**src/rtl/alu_result_fifo.sv**
```systemverilog
// First-word-fall-through FIFO for ALU results with Z/N/V flag register and saturating overflow counter.
// Optional same-cycle bypass when empty: define ALU_RESULT_FIFO_BYPASS_EN.
module alu_result_fifo #(
  parameter int DEPTH = 4,
  parameter int WIDTH = 4
) (
  input  logic                     clk,
  input  logic                     rst_n,
  input  logic                     in_valid,
  output logic                     in_ready,
  input  logic [WIDTH-1:0]         ALU_out,
  input  logic                     Error,
  input  logic [1:0]               Opcode,
  output logic                     out_valid,
  input  logic                     out_ready,
  output logic [WIDTH-1:0]         out_data,
  output logic                     out_err,
  output logic [1:0]               out_op,
  output logic                     flag_Z,
  output logic                     flag_N,
  output logic                     flag_V,
  output logic [$clog2(DEPTH):0]   count,
  output logic [3:0]               err_cnt,
  input  logic                     err_clr
);

  localparam int AW = $clog2(DEPTH);
  localparam int EW = WIDTH + 3;
  localparam logic [AW:0] PTR_ONE = {{AW{1'b0}}, 1'b1};

  logic [EW-1:0] mem_q [DEPTH];
  logic [AW:0]   wr_ptr_q, wr_ptr_d, rd_ptr_q, rd_ptr_d;
  logic          flag_z_q, flag_z_d, flag_n_q, flag_n_d, flag_v_q, flag_v_d;
  logic [3:0]    err_cnt_q, err_cnt_d;

  logic          empty, full, in_err, push_acc, wr_en, pop, byp, byp_take;
  logic [EW-1:0] entry_in, head, head_sel;

  assign empty    = (wr_ptr_q == rd_ptr_q);
  assign full     = (wr_ptr_q[AW] != rd_ptr_q[AW]) && (wr_ptr_q[AW-1:0] == rd_ptr_q[AW-1:0]);
  assign in_ready = !full;
  // Overflow is only meaningful for arithmetic opcodes (ADD/SUB).
  assign in_err   = Error & ~Opcode[1];
  assign entry_in = {ALU_out, Opcode, in_err};
  assign push_acc = in_valid && in_ready;
  assign head     = mem_q[rd_ptr_q[AW-1:0]];

`ifdef ALU_RESULT_FIFO_BYPASS_EN
  assign byp      = empty && in_valid;
`else
  assign byp      = 1'b0;
`endif
  assign byp_take = byp && out_ready;

  assign out_valid = !empty || byp;
  assign head_sel  = byp ? entry_in : head;
  assign out_data  = out_valid ? head_sel[EW-1:3] : '0;
  assign out_op    = out_valid ? head_sel[2:1]    : '0;
  assign out_err   = out_valid ? head_sel[0]      : 1'b0;

  // A bypassed-and-consumed entry never touches storage or pointers.
  assign wr_en = push_acc && !byp_take;
  assign pop   = !empty && out_ready;

  assign count   = wr_ptr_q - rd_ptr_q;
  assign flag_Z  = flag_z_q;
  assign flag_N  = flag_n_q;
  assign flag_V  = flag_v_q;
  assign err_cnt = err_cnt_q;

  always_comb begin
    wr_ptr_d  = wr_ptr_q;
    rd_ptr_d  = rd_ptr_q;
    flag_z_d  = flag_z_q;
    flag_n_d  = flag_n_q;
    flag_v_d  = flag_v_q;
    err_cnt_d = err_cnt_q;
    if (wr_en) wr_ptr_d = wr_ptr_q + PTR_ONE;
    if (pop)   rd_ptr_d = rd_ptr_q + PTR_ONE;
    if (push_acc) begin
      flag_z_d = (ALU_out == '0);
      flag_n_d = ALU_out[WIDTH-1];
      if (!Opcode[1]) flag_v_d = Error;
    end
    if (err_clr) begin
      err_cnt_d = 4'd0;
    end else if (push_acc && in_err && (err_cnt_q != 4'hF)) begin
      err_cnt_d = err_cnt_q + 4'd1;
    end
  end

  always_ff @(posedge clk or negedge rst_n) begin
    if (!rst_n) begin
      wr_ptr_q  <= '0;
      rd_ptr_q  <= '0;
      flag_z_q  <= 1'b0;
      flag_n_q  <= 1'b0;
      flag_v_q  <= 1'b0;
      err_cnt_q <= 4'd0;
    end else begin
      wr_ptr_q  <= wr_ptr_d;
      rd_ptr_q  <= rd_ptr_d;
      flag_z_q  <= flag_z_d;
      flag_n_q  <= flag_n_d;
      flag_v_q  <= flag_v_d;
      err_cnt_q <= err_cnt_d;
    end
  end

  // Storage needs no reset: entries are only visible between valid pointers.
  always_ff @(posedge clk) begin
    if (wr_en) mem_q[wr_ptr_q[AW-1:0]] <= entry_in;
  end

endmodule
```
**config.mk**
```make
export PLATFORM = sky130hd
export DESIGN_NAME = alu_result_fifo
export DESIGN_NICKNAME = d
export VERILOG_FILES = /design/src/rtl/alu_result_fifo.sv
export SDC_FILE = /design/constraint.sdc
export NUM_CORES = 1
export LEC_CHECK = 0
export CAP_MARGIN = 20
export CORE_UTILIZATION = 39
export CTS_CLUSTER_DIAMETER = 40
export DETAILED_ROUTE_END_ITERATION = 12
export PLACE_DENSITY = 0.72
export RECOVER_POWER = 25
export SETUP_SLACK_MARGIN = 0.4
export SYNTH_ARGS = -nofsm -noshare
export SYNTH_HDL_FRONTEND = slang
export SYNTH_SLANG_ARGS = --single-unit
```
**constraint.sdc**
```tcl
create_clock -name clk -period 2.07 [get_ports clk]
set_clock_uncertainty 0.05 [all_clocks]
set_input_delay 0.621 -clock clk [delete_from_list [all_inputs] [get_ports clk]]
set_output_delay 0.621 -clock clk [all_outputs]
set_load 0.02 [all_outputs]
```
# --- Yosys cells after proc, flatten, opt, wreduce, memory -nomap -nowiden ---
# Memories as Yosys holds them, arrays and structs flattened.
# Index checks and enable logic that the tools add are counted.
word_totals:
  regBits: 13
  ramBits: 28
  word_cells: 34
  n_memories: 1
mem_list:
  columns: ["memory", "words", "word_bits", "read_ports", "rd_clocked_by_memory_dff", "write_ports", "line_no", "text"]
  rows:
  - ["mem_q", 4, 7, 1, 0, 1, "31", "logic [EW-1:0] mem_q [DEPTH];"]
op_classes:
  n_addsub: 4
  eq_ne: 4
  muxes: 7
  n_bitwise: 2
  n_reduce_logical: 10
ops:
  columns: ["cell", "n"]
  rows:
  - ["4-bit two-way mux", 3]
  - ["3-bit by 1-bit adder with 3-bit output (second input constant)", 2]
  - ["1-bit logical AND", 5]
  - ["4-bit by 1-bit adder with 4-bit output (second input constant)", 1]
  - ["4-bit zero test", 1]
  - ["4-bit inequality test (second input constant)", 1]
  - ["3-bit equality test", 1]
  - ["1-bit two-way mux", 3]
  - ["3-bit subtractor", 1]
  - ["2-bit equality test", 1]
  - ["1-bit zero test", 2]
  - ["2-bit two-way mux", 1]
  - ["2-bit AND reduction", 1]
  - ["2-bit nonzero test", 1]
  - ["1-bit bitwise AND", 1]
  - ["1-bit inequality test", 1]
  - ["1-bit NOT", 1]

# --- Longest topological paths before layout ---
depth:
  depth_word: 8
  ltp_mapped: 8
  mapped_depth_nobuf: 6

# --- Least setup slack after synthesis ---
# Ideal clock, no wire load.
synth_timing:
  path_type: "register to output"
  startpoint: "register rd_ptr_q[1]"
  endpoint: "output out_data[0]"
  arrival_time_ns: 1.489
  required_time_ns: 1.399
  slack_ns: -0.090
  path_stages_with_launch: 6
  n_path_buf: 1
  cell_sequence: "dfrtp_1 -> clkbuf_1 -> inv_1 -> ha_1 -> nand3_2 -> and2_1"
synth_via:
  elab_chain_len: 2
synth_rtl:
  columns: ["item", "line_no", "text"]
  rows:
  - ["from (decl)", "32", "logic [AW:0] wr_ptr_q, wr_ptr_d, rd_ptr_q, rd_ptr_d;"]
  - ["from (signal assigned)", "102", "rd_ptr_q <= rd_ptr_d;"]
  - ["memory 4 x 7 bit or 3-bit equality test (tied branches)", null, null]
  - ["4-bit two-way mux *", "57", "assign out_data = out_valid ? head_sel[EW-1:3] : '0;"]
  - ["to (decl)", "16", "output logic [WIDTH-1:0] out_data,"]
# Every way passes the cells marked *; elsewhere a longest branch is shown, timed or not.

# --- Final worst setup path ---
layout_timing:
  startpoint: "register rd_ptr_q[0]"
  endpoint: "output out_err"
layout_via:
  elab_chain_len: 2
layout_rtl:
  columns: ["item", "line_no", "text"]
  rows:
  - ["memory 4 x 7 bit or 3-bit equality test (tied branches)", null, null]
  - ["1-bit two-way mux *", "59", "assign out_err = out_valid ? head_sel[0] : 1'b0;"]
  - ["to (decl)", "17", "output logic out_err,"]
# Marks and branches as above.

==> impl_metrics.tcl <==
set metrics [dict create \
    status "finished with violations" \
    violations "design-rule violations, negative setup slack" \
    slowest_stage "mux4_2" \
    wirelength_met1_mm 1.74 \
    cp-end-kind "output pin" \
    die_w_um 70.5 \
    hp-class "reg -> reg" \
    rows 24 \
    syn_area_mm2 0.00183 \
    clkLatencyLatePin_ns 0.29 \
    syn_avg_cell_area_um2 16.2 \
    path_depth 4 \
    ys_seq_area_frac 0.637 \
    fin_cells 244 \
    final.min_clock_period_ns 2.30 \
    highest_layer "met4" \
    place_ws_ns -0.368 \
    crit_type "reg -> out" \
    setup_tns_ns -2.28 \
    grt_usage 0.187 \
    layout-drive-gt1-share 0.615 \
    r2r-start "rd_ptr_q[0]" \
    r2r_cells 9 \
    finalCritPeriodShare 1.11 \
    root_buffer "clkbuf_8" \
    portBuffers 30 \
    path_max_fanout 6 \
    p_leak_nw 1.19 \
    die_area_mm2 0.00497 \
    arrival_ns 1.63 \
    design.core.area_mm2 0.00444 \
    dr_wl_met2_mm 2.42 \
    via_per_inst 5.05 \
    cts_sinks 41 \
    post-dp-hpwl_mm 2.53 \
    ir_drop_uv 1190 \
    slowest_delay_ns 0.49 \
    start_kind "flop" \
    finalWirelength_mm 4.33 \
    min-delay-start "flag_Z" \
    cap_viol_max_count 0 \
    clockBufferDepth 2 \
    diodes 0 \
    synth-async-reset-ratio 0.317 \
    power_density_mw_per_mm2 1870 \
    grt_max_degree 14 \
    tightest_slew_ns 0.786 \
    place_congestion 0.786 \
    synth-edff-count 28 \
    drtPass1Iterations 8 \
    worst_slew_margin_rel 0.476 \
    fmax_mhz 436 \
    crit_path_start "rd_ptr_q[0]" \
    finalNetCount 212 \
    ys_warn_count 0 \
    pin_count 31 \
    die_y_um 70.5 \
    grt_pass1_vias 1321 \
    ant_nets 0 \
    setup_slack_ns -0.226 \
    crit_end "out_err" \
    path_buf_inv 2 \
    holdWs_ns 0.450 \
    rsz0062_at_grt "yes" \
    layout_common_cells "edfxtp_1, buf_6, buf_4" \
    post_drt_wl_per_cell_um 17.8 \
    cts_tree "built" \
    synth_cells 113 \
    dr_total_vias 1232 \
    cts_buffers 5 \
    grt_overflow_total 0 \
    wl_met3_um 123 \
    hold_viol 0 \
    reg2reg_slack_ns 0 \
    setup_viol 13 \
    cts.reportedPaths.clkPinSlew_ns 0.08 \
    worstPathRequired_ns 1.40 \
    ys_seq_elements 41 \
    r2r_end "err_cnt[0]" \
    report.final.slew_viol_count 0 \
    path_delay_family "multiplexers" \
    worstPathCellList "buf_12 -> mux4_2 -> and2_4 -> buf_6" \
    antenna_found_initial 0 \
    drc 6 \
    drt-initial-drc-count 79 \
    total_power_mw 5.50 \
    place_inst 215 \
    grt_pass1_wl_mm 6.81 \
    syn_nets 134 \
    start_util 0.412 \
    ys_types 35 \
    areaGrowthSynthToFinish_pct 60.5 \
    h-tree-depth 2 \
    synth_top_flop_cell "edfxtp_1" \
    hold_depth 2 \
]
worst reg2reg max path, delay by kind of cell (launching register included):
family	cells	cell delay, ns
buf+inv	4	0.44
fa+ha+maj	1	0.33
flops	1	0.46
mux	1	0.31
compound gates	2	0.31
simple gates	1	0.05
registers in the layout (all words and copies together) (netlist names):
| register | cells |
|---|---|
| err_cnt | 4 |
| flag_N | 1 |
| flag_V | 1 |
| flag_Z | 1 |
| mem_q | 28 |
| rd_ptr_q | 3 |
| wr_ptr_q | 3 |
through the flow:
| stage | instance area (um2) | utilization |
|---|---|---|
| floorplan | 1950 | - |
| global placement | 2470 | 0.557 |
| detailed placement | 2470 | 0.557 |
| CTS | 2850 | 0.640 |
| global route | 2940 | 0.661 |
| finish | 2940 | 0.661 |
cells by family after synthesis:
logic type	after synthesis	share of synthesized area
compound gates	7	0.0273
xor+xnor	6	0.0328
fa+ha+maj	9	0.0656
buf+inv	9	0.0198
flops	41	0.637
mux	12	0.116
simple gates	29	0.101
cell usage after synthesis (2+ instances only):
master    number  area share
xnor2_1        4       0.019
o21ai_0        2      0.0055
and2_1         7       0.024
edfxtp_1      28        0.46
nand3_1        2      0.0055
inv_1          6       0.012
mux2_2         4       0.025
and3_1         3       0.010
mux4_2         7       0.086
buf_2          2      0.0055
nand2b_1       2      0.0068
ha_1           8       0.055
dfrtp_1       13        0.18
nand2_1        4      0.0082
area by class of cell:
type                       count  area [um2]
sequential                    41        1170
fill                         319        1510
inverter                       6        25.0
multi-input combinational     63         843
tap                           52        65.1
clock buffer                   6        72.6
clock inverter                 2        33.8
timing repair buffer          74         728
worst min path at each step:
stage | end | slack (ns)
4_1_cts | flag_V | 0.46
6_report | flag_Z | 0.45
3_5_place_dp | flag_N | 0.44
2_1_floorplan | err_cnt[0] | 0.28
5_1_grt | flag_N | 0.48
3_3_place_gp | flag_Z | 0.42
metal layers:
layer / track usage / up-vias
li1: - / 574
met1: 0.231 / 627
met2: 0.326 / 26
met3: 0.0346 / 5
met4: 0.0703 / 0
met5: 0 / -
timing repair:
item | CTS | global route
hold endpoints to repair | 0 | 0
pin swaps | 16 | 4
hold buffers | 0 | 0
setup endpoints to repair | 58 | 56
resized for setup | 127 | 14
buffers inserted | 13 | 8
report_power, final:
group	total (mW)	leakage [nW]	internal, mW	switching (mW)
clock	0.632	0.0528	0.356	0.276
combinational	3.62	0.721	2.11	1.51
sequential	1.24	0.417	1.11	0.132
total	5.50	1.19	3.58	1.92
(Power assumes the default switching activity.)
